## config.mk

```make
export PLATFORM = sky130hd
export DESIGN_NAME = jk_count_seq
export DESIGN_NICKNAME = d
export VERILOG_FILES = /design/src/rtl/jk_count_pkg.sv /design/src/rtl/jk_cell.sv /design/src/rtl/jk_count_seq.sv
export SDC_FILE = /design/constraint.sdc
export NUM_CORES = 1
export LEC_CHECK = 0
export ABC_AREA = 1
export ABC_CLOCK_PERIOD_IN_PS = 1150
export CAP_MARGIN = 15
export CORE_AREA = 2 2 39 41
export DETAILED_ROUTE_END_ITERATION = 8
export DIE_AREA = 0 0 41 43
export SKIP_LAST_GASP = 1
export SYNTH_ARGS = -nofsm -noshare
export SYNTH_HDL_FRONTEND = slang
export SYNTH_SLANG_ARGS = --single-unit
export TNS_END_PERCENT = 10
```

## constraint.sdc

```tcl
create_clock -name clock -period 1.15 [get_ports clock]
set_input_delay 0.115 -clock clock [delete_from_list [all_inputs] [get_ports clock]]
set_output_delay 0.115 -clock clock [all_outputs]
set_load 0.005 [all_outputs]
```

## src/rtl/jk_count_pkg.sv

```systemverilog
// Shared types for jk_count_seq: controller state encoding and JK cell control codes.
// Latency: none (declarations only).
// Backpressure: none.
package jk_count_pkg;

   typedef enum logic [1:0] {
      IDLE = 2'd0,
      RUN  = 2'd1,
      DONE = 2'd2
   } state_t;

   // {j,k} codes applied to one JK cell
   localparam logic [1:0] HOLD   = 2'b00;
   localparam logic [1:0] RESET  = 2'b01;
   localparam logic [1:0] SET    = 2'b10;
   localparam logic [1:0] TOGGLE = 2'b11;

   // Code that forces a cell to the given bit value on the next edge
   function automatic logic [1:0] jk_load(input logic b);
      return b ? SET : RESET;
   endfunction

endpackage

```

## src/rtl/jk_cell.sv

```systemverilog
// One JK flip-flop with synchronous active-high clear.
// Latency: q reflects j/k one clock after they are sampled.
// Backpressure: none; the cell acts every clock edge.
module jk_cell (
   input  logic clock,
   input  logic clear,
   input  logic j,
   input  logic k,
   output logic q
);

   // Classic JK behaviour: 00 hold, 01 reset, 10 set, 11 toggle
   always_ff @(posedge clock) begin
      if (clear) begin
         q <= 1'b0;
      end else begin
         case ({j, k})
            2'b01:   q <= 1'b0;
            2'b10:   q <= 1'b1;
            2'b11:   q <= ~q;
            default: q <= q;
         endcase
      end
   end

endmodule

```

## src/rtl/jk_count_seq.sv

```systemverilog
// Modulo-MOD pass counter built from WIDTH JK cells, sequenced by an IDLE/RUN/DONE FSM.
// Latency: start to first count 1 clock; a pass is MOD RUN cycles then one DONE cycle.
// Backpressure: none; start is only honoured in IDLE, stop only in RUN (macro JK_COUNT_DOWN_EN adds down counting).
module jk_count_seq
   import jk_count_pkg::*;
#(
   parameter int WIDTH = 4,
   parameter int MOD   = 10
) (
   input  logic             clock,
   input  logic             clear,
   input  logic             start,
   input  logic             stop,
   input  logic             dir,
   output logic [WIDTH-1:0] count,
   output logic             busy,
   output logic             done
);

   localparam logic [WIDTH-1:0] TERM = WIDTH'(MOD - 1);

   state_t           state, state_next;
   logic [1:0]       jk [WIDTH];
   logic [WIDTH-1:0] up_en;
   logic [WIDTH-1:0] step_en;
   logic [WIDTH-1:0] start_load;
   logic [WIDTH-1:0] term_load;
   logic             at_term;

   // Bit i toggles on an up step once every lower bit is 1
   for (genvar gi = 0; gi < WIDTH; gi++) begin : g_up_en
      if (gi == 0) begin : g_lsb
         assign up_en[gi] = 1'b1;
      end else begin : g_upper
         assign up_en[gi] = &count[gi-1:0];
      end
   end

`ifdef JK_COUNT_DOWN_EN
   logic             dir_q;
   logic [WIDTH-1:0] dn_en;

   // Bit i toggles on a down step once every lower bit is 0
   for (genvar gi = 0; gi < WIDTH; gi++) begin : g_dn_en
      if (gi == 0) begin : g_lsb
         assign dn_en[gi] = 1'b1;
      end else begin : g_upper
         assign dn_en[gi] = ~|count[gi-1:0];
      end
   end

   // Direction is latched with the accepted start and held for the pass
   always_ff @(posedge clock) begin
      if (clear) begin
         dir_q <= 1'b0;
      end else if (state == IDLE && start) begin
         dir_q <= dir;
      end
   end

   assign step_en    = dir_q ? dn_en : up_en;
   assign at_term    = dir_q ? (count == '0) : (count == TERM);
   assign start_load = dir ? TERM : '0;
   assign term_load  = dir_q ? TERM : '0;
`else
   // Up-only build: dir is accepted on the port but has no effect
   logic unused_dir;
   assign unused_dir = dir;

   assign step_en    = up_en;
   assign at_term    = (count == TERM);
   assign start_load = '0;
   assign term_load  = '0;
`endif

   // Counter storage: the controller only ever drives J/K, never count itself
   for (genvar gi = 0; gi < WIDTH; gi++) begin : g_cell
      jk_cell u_cell (
         .clock (clock),
         .clear (clear),
         .j     (jk[gi][1]),
         .k     (jk[gi][0]),
         .q     (count[gi])
      );
   end

   // State register; clear wins over every other event
   always_ff @(posedge clock) begin
      if (clear) begin
         state <= IDLE;
      end else begin
         state <= state_next;
      end
   end

   // Next state and per-cell J/K codes; stop outranks the terminal count
   always_comb begin
      state_next = state;
      for (int i = 0; i < WIDTH; i++) jk[i] = HOLD;
      case (state)
         IDLE: begin
            if (start) begin
               state_next = RUN;
               for (int i = 0; i < WIDTH; i++) jk[i] = jk_load(start_load[i]);
            end
         end
         RUN: begin
            if (stop) begin
               state_next = IDLE;
            end else if (at_term) begin
               state_next = DONE;
               for (int i = 0; i < WIDTH; i++) jk[i] = jk_load(term_load[i]);
            end else begin
               for (int i = 0; i < WIDTH; i++) jk[i] = step_en[i] ? TOGGLE : HOLD;
            end
         end
         DONE: begin
            state_next = IDLE;
         end
         default: begin
            state_next = IDLE;
         end
      endcase
   end

   assign busy = (state == RUN);
   assign done = (state == DONE);

endmodule

```

==> results.cfg <==
[timing]
max_freq_mhz = 777.4
slew_headroom_pct = 87.53
worstMarginPinSlew_ps = 185.2
skew_ps = 9.842
setup-violations-final = 4
worst_hold_slack_ps = 512.9
drv_slew = 0
finalCriticalPeriod_ps = 1286
grt_setup_unrepaired = yes
final.setup.worst_slack_ps = -136.3
min_period_over_period_pct = 111.9
hold_violations = 0

[final_layout]
fin_cells = 75
layout-drive-gt1-share_pct = 22.03
diodes = 0
final_nets = 66
synthToLayoutAreaGrowth_pct = 37.41
fin_util_pct = 33.54

[clock_tree]
cts_buffers = 3
cts_hold_buf = 0
insertion_delay_ps = 240
htree_levels = 1
clk_path_buf_depth = 2
cts_setup_buffers = 0
clock_sinks = 6
root_buffer = clkbuf_4
cts_tree = done
clkSlewWorstSetupHoldPaths_ps = 40

[drt]
post_drt_wl_per_cell_um = 8.427
drc = 0
postRouteAntennaNets = 0
via_per_inst = 4.187
vias = 314
drtPass1Iterations = 4
wl_um = 632
drt_iter0_drc = 1

[critical_path]
worstSetupStartpoint = g_cell[0].u_cell.q
crit_path_start_kind = flip-flop
cp-end-kind = output pin
cp.required_ps = 1030
critPathSlowestCell = clkdlybuf4s50_1
crit_path_max_incr_delay_ps = 530
critPathBufInv = 1
worstPathArrival_ps = 1170
path_delay_family = buffers and inverters
crit_type = reg -> out
r2r-start = state[1]
cp_max_fo = 6
crit_chain = clkdlybuf4s50_1

[place]
pre_cts_ws_ps = -7.496
io_buffers = 9
dp_hpwl_um = 510.5
place.gp.congestion = 0.8088
dp.cells = 72

[die]
coreArea_mm2 = 0.001384
initial_core_util_pct = 24.41
dieArea_mm2 = 0.001763
io_pins = 11
num_rows = 14
die_h_um = 43
fp.dieW_um = 41

[worst_hold_path]
worstHoldPathType = reg -> reg
min-delay-start = g_cell[1].u_cell.q

[synthesis]
ys.flop_type = dfxtp_1
avgSynthCellArea_um2 = 7.038
synth_top_area_share_pct = 35.56
synthesis.area_um2 = 337.8
yosysTopAreaCell = dfxtp_1
ys_warn_count = 0
ys_seq_area_share_pct = 35.56
yosysMostFrequentCell = nand2_1
ys_ff_latch = 6
synth_area_leaders = dfxtp_1, buf_4, nand2_1, nor2_1, inv_1
yosys-top-cells-count = nand2_1, nor2_1, dfxtp_1, inv_1
synthCells = 48
syn_nets = 53
async_flop_share_pct = 0
synth_cell_types = 17
synth_edf_count = 0

[power_and_ir_drop]
total_power_mw = 0.4616
max-vdd-ir-drop_uv = 382.7
power_density_mw_per_mm2 = 994.5
p_leak_nw = 0.2042

[outcome]
run_status = finished with violations
violations = setup timing

[grt]
track_usage_pct = 8.853
grt_pass1_wl_um = 1076
gr-total-overflow = 0
grt_max_degree = 7
antenna_found_initial = 0
grt_pass1_vias = 291

[job]
cap_violations = 0
state kept, by name, indices dropped and copies added, names as in the netlist:
signal and count:
g_cell.u_cell.q 4, state 2
timing repair:
item                       in CTS  in global routing
pin swaps                       0                  0
setup endpoints to repair       6                  6
gates resized for setup         1                  1
per-stage QoR:
| step | cell area [um2] | setup TNS, ps |
|---|---|---|
| after floorplan | 337.8 | 0 |
| after global placement | 440.4 | 0 |
| after detailed placement | 440.4 | -7.496 |
| after CTS | 461.7 | -565.2 |
| after global routing | 464.2 | -513.0 |
| final | 464.2 | -314.8 |
power breakdown:
part | leakage [nW] | switching, mW | internal (mW)
clock | 0.0138 | 0.0722 | 0.118
combinational | 0.142 | 0.0250 | 0.0284
sequential | 0.0487 | 0.00497 | 0.213
cells in the final DEF, fill, tap and decap left out, types with 2 or more instances in the layout:
cell / instances
nand2_2: 2
buf_4: 3
clkbuf_4: 3
clkdlybuf4s50_1: 7
o21ai_0: 2
inv_1: 6
nor2_1: 7
nand2_1: 8
a21oi_1: 4
dfxtp_1: 6
layer usage:
| layer | vias to the layer above | global-route usage, % | part of all wire [%] |
|---|---|---|---|
| met5 | - | 0 | 0 |
| met4 | 0 | 6.000 | 2.1 |
| li1 | 170 | - | - |
| met2 | 7 | 10.94 | 40 |
| met3 | 2 | 1.571 | 2.8 |
| met1 | 135 | 13.27 | 55 |
cell type report:
class | count | area, um2
multi-input cells | 31 | 161.4
flip-flops and latches | 6 | 120.1
fillers | 155 | 919.6
clock buffers | 3 | 22.52
well taps | 16 | 20.02
repair buffers | 12 | 113.9
inverters | 7 | 26.28
final timing paths:
path	end	slack, ps	cells after the start
worst max-delay path	count[0]	-140	1
worst min-delay path	g_cell[1].u_cell.q	510	2
worst max register to register	g_cell[3].u_cell.q	110	7
worst min register to register	g_cell[1].u_cell.q	510	2
kinds of logic after synthesis:
logic type	after synthesis	share of synthesized area [%]
AND/OR/NAND/NOR	24	36.30
buffers and inverters	11	16.67
AO/OA/AOI/OAI	7	11.48
flip-flops	6	35.56
Note: power is estimated with default switching activity, not from simulation.
==> variant (same flow settings) <==
Change the parameter `WIDTH` from 4 to 8.
--- a/src/rtl/jk_count_seq.sv
+++ b/src/rtl/jk_count_seq.sv
@@ -5,5 +5,5 @@
    import jk_count_pkg::*;
 #(
-   parameter int WIDTH = 4,
+   parameter int WIDTH = 8,
    parameter int MOD   = 10
 ) (
Interface: changed (resized count); port bits go from 11 to 15. No check against the original RTL was run, so the function may have changed too.
==> variant against the original RTL <==
- the flow still finishes with violations (setup timing)
- final area rose by 69%
- synthesized area rose by 89%
- hold slack got worse by 65 ps
- power rose by 48%
- global-route usage rose by 8.4 points
- sequential cell count rose by 4
- routed wire length rose by 99%
- setup slack got worse by 20 ps
- critical endpoint is now count[3]
- largest cell class unchanged
==> variant: results <==
{
  "violations": "setup timing",
  "hp-class": "input port to flop",
  "yosys-top-cells-count": "nand2_1 (26), nor2_1 (11), dfxtp_1 (10)",
  "num-fill-cells": 142,
  "top_regs": "g_cell.u_cell.q: 8 flops, state: 2 flops",
  "clkLatencyLatePin_ps": 260,
  "vdd_drop_max_mv": 0.371,
  "grt_start_max_net_pins": 10,
  "drive_gt1_share_pct": 23.5,
  "power_leakage_uw": 0.000365,
  "arrival_ps": 1190,
  "largest_register_ffs": 8,
  "post-dp-hpwl_um": 975,
  "inverters": 10,
  "synth_nets": 95,
  "path_max_fanout": 5,
  "seq_share_pct": 25.9,
  "status": "complete, but fails checks",
  "synth.area.top_cells": "dfxtp_1 (31%), nand2_1 (15%), buf_4 (9.4%)",
  "drt-initial-drc-count": 17,
  "finalWorstSetupSlack_ps": -157,
  "worst_pin_slew_ps": 267,
  "reg2reg_slack_ps": 40,
  "port_buffers": 13,
  "vias": 577,
  "comb.multi_input.count": 62,
  "globalplace.congestion": 0.700,
  "finalSetupViolations": 8,
  "clock_sinks": 10,
  "path_clk_slew_ps": 60,
  "multi_input_area_share_pct": 43.3,
  "skew_ps": 1.02,
  "clkCellAreaFrac_pct": 2.88
}
==> variant: changes by cell type after synthesis, moves of 2 or more <==
cell	unedited run	this run
buf_4	4	8
inv_1	6	9
dfxtp_1	6	10
a21oi_2	1	4
o21ai_0	2	0
nor2_1	7	11
nand3_1	1	6
nand3_2	0	3
nand2_1	8	26
==> variant: stage by stage <==
step | cells | instance area [µm²] | hold WS, ps | utilization (%) | setup slack (ps)
finish | 118 | 783 | 448 | 56.6 | -157
global route | 118 | 783 | 469 | 56.6 | -210
CTS | 118 | 781 | 448 | 56.4 | -209
detailed placement | 115 | 757 | 472 | 54.7 | -114
global placement | 115 | 757 | 464 | 54.7 | -95.4
floorplan | 90 | 637 | 184 | - | 131
==> variant: worst paths after layout <==
path	cells past startpoint	from	endpoint
worst max-delay path	1	g_cell[3].u_cell.q$_SDFFE_PP0P_	count[3]
worst min register to register	2	g_cell[6].u_cell.q$_SDFFE_PP0P_	g_cell[6].u_cell.q$_SDFFE_PP0P_
worst min-delay path	2	clear	state[1]$_SDFFE_PP0P_
worst max register to register	6	g_cell[5].u_cell.q$_SDFFE_PP0P_	g_cell[2].u_cell.q$_SDFFE_PP0P_
==> variant: power groups by stage <==
stage / Combinational (µW) / Clock (µW) / Sequential (µW)
after floorplan: 52.2 / 0 / 369
after global placement: 85.5 / 0 / 369
after detailed placement: 85.8 / 0 / 369
after CTS: 84.4 / 249 / 362
after global routing: 94.1 / 263 / 362
final: 83.9 / 240 / 362
==> variant: routing by layer <==
layer  up-vias  GRT usage, %  share of wire (%)
met2         8          25.9                 51
li1        297             -                  -
met1       270          21.6                 44
met3         2          3.66                4.4
met4         0          10.0               0.72
met5         -             0                  0
==> variant: what timing repair did <==
item / CTS / global route
gates resized for setup: 3 / 1
pin swaps: 0 / 0
setup endpoints to repair: 10 / 18
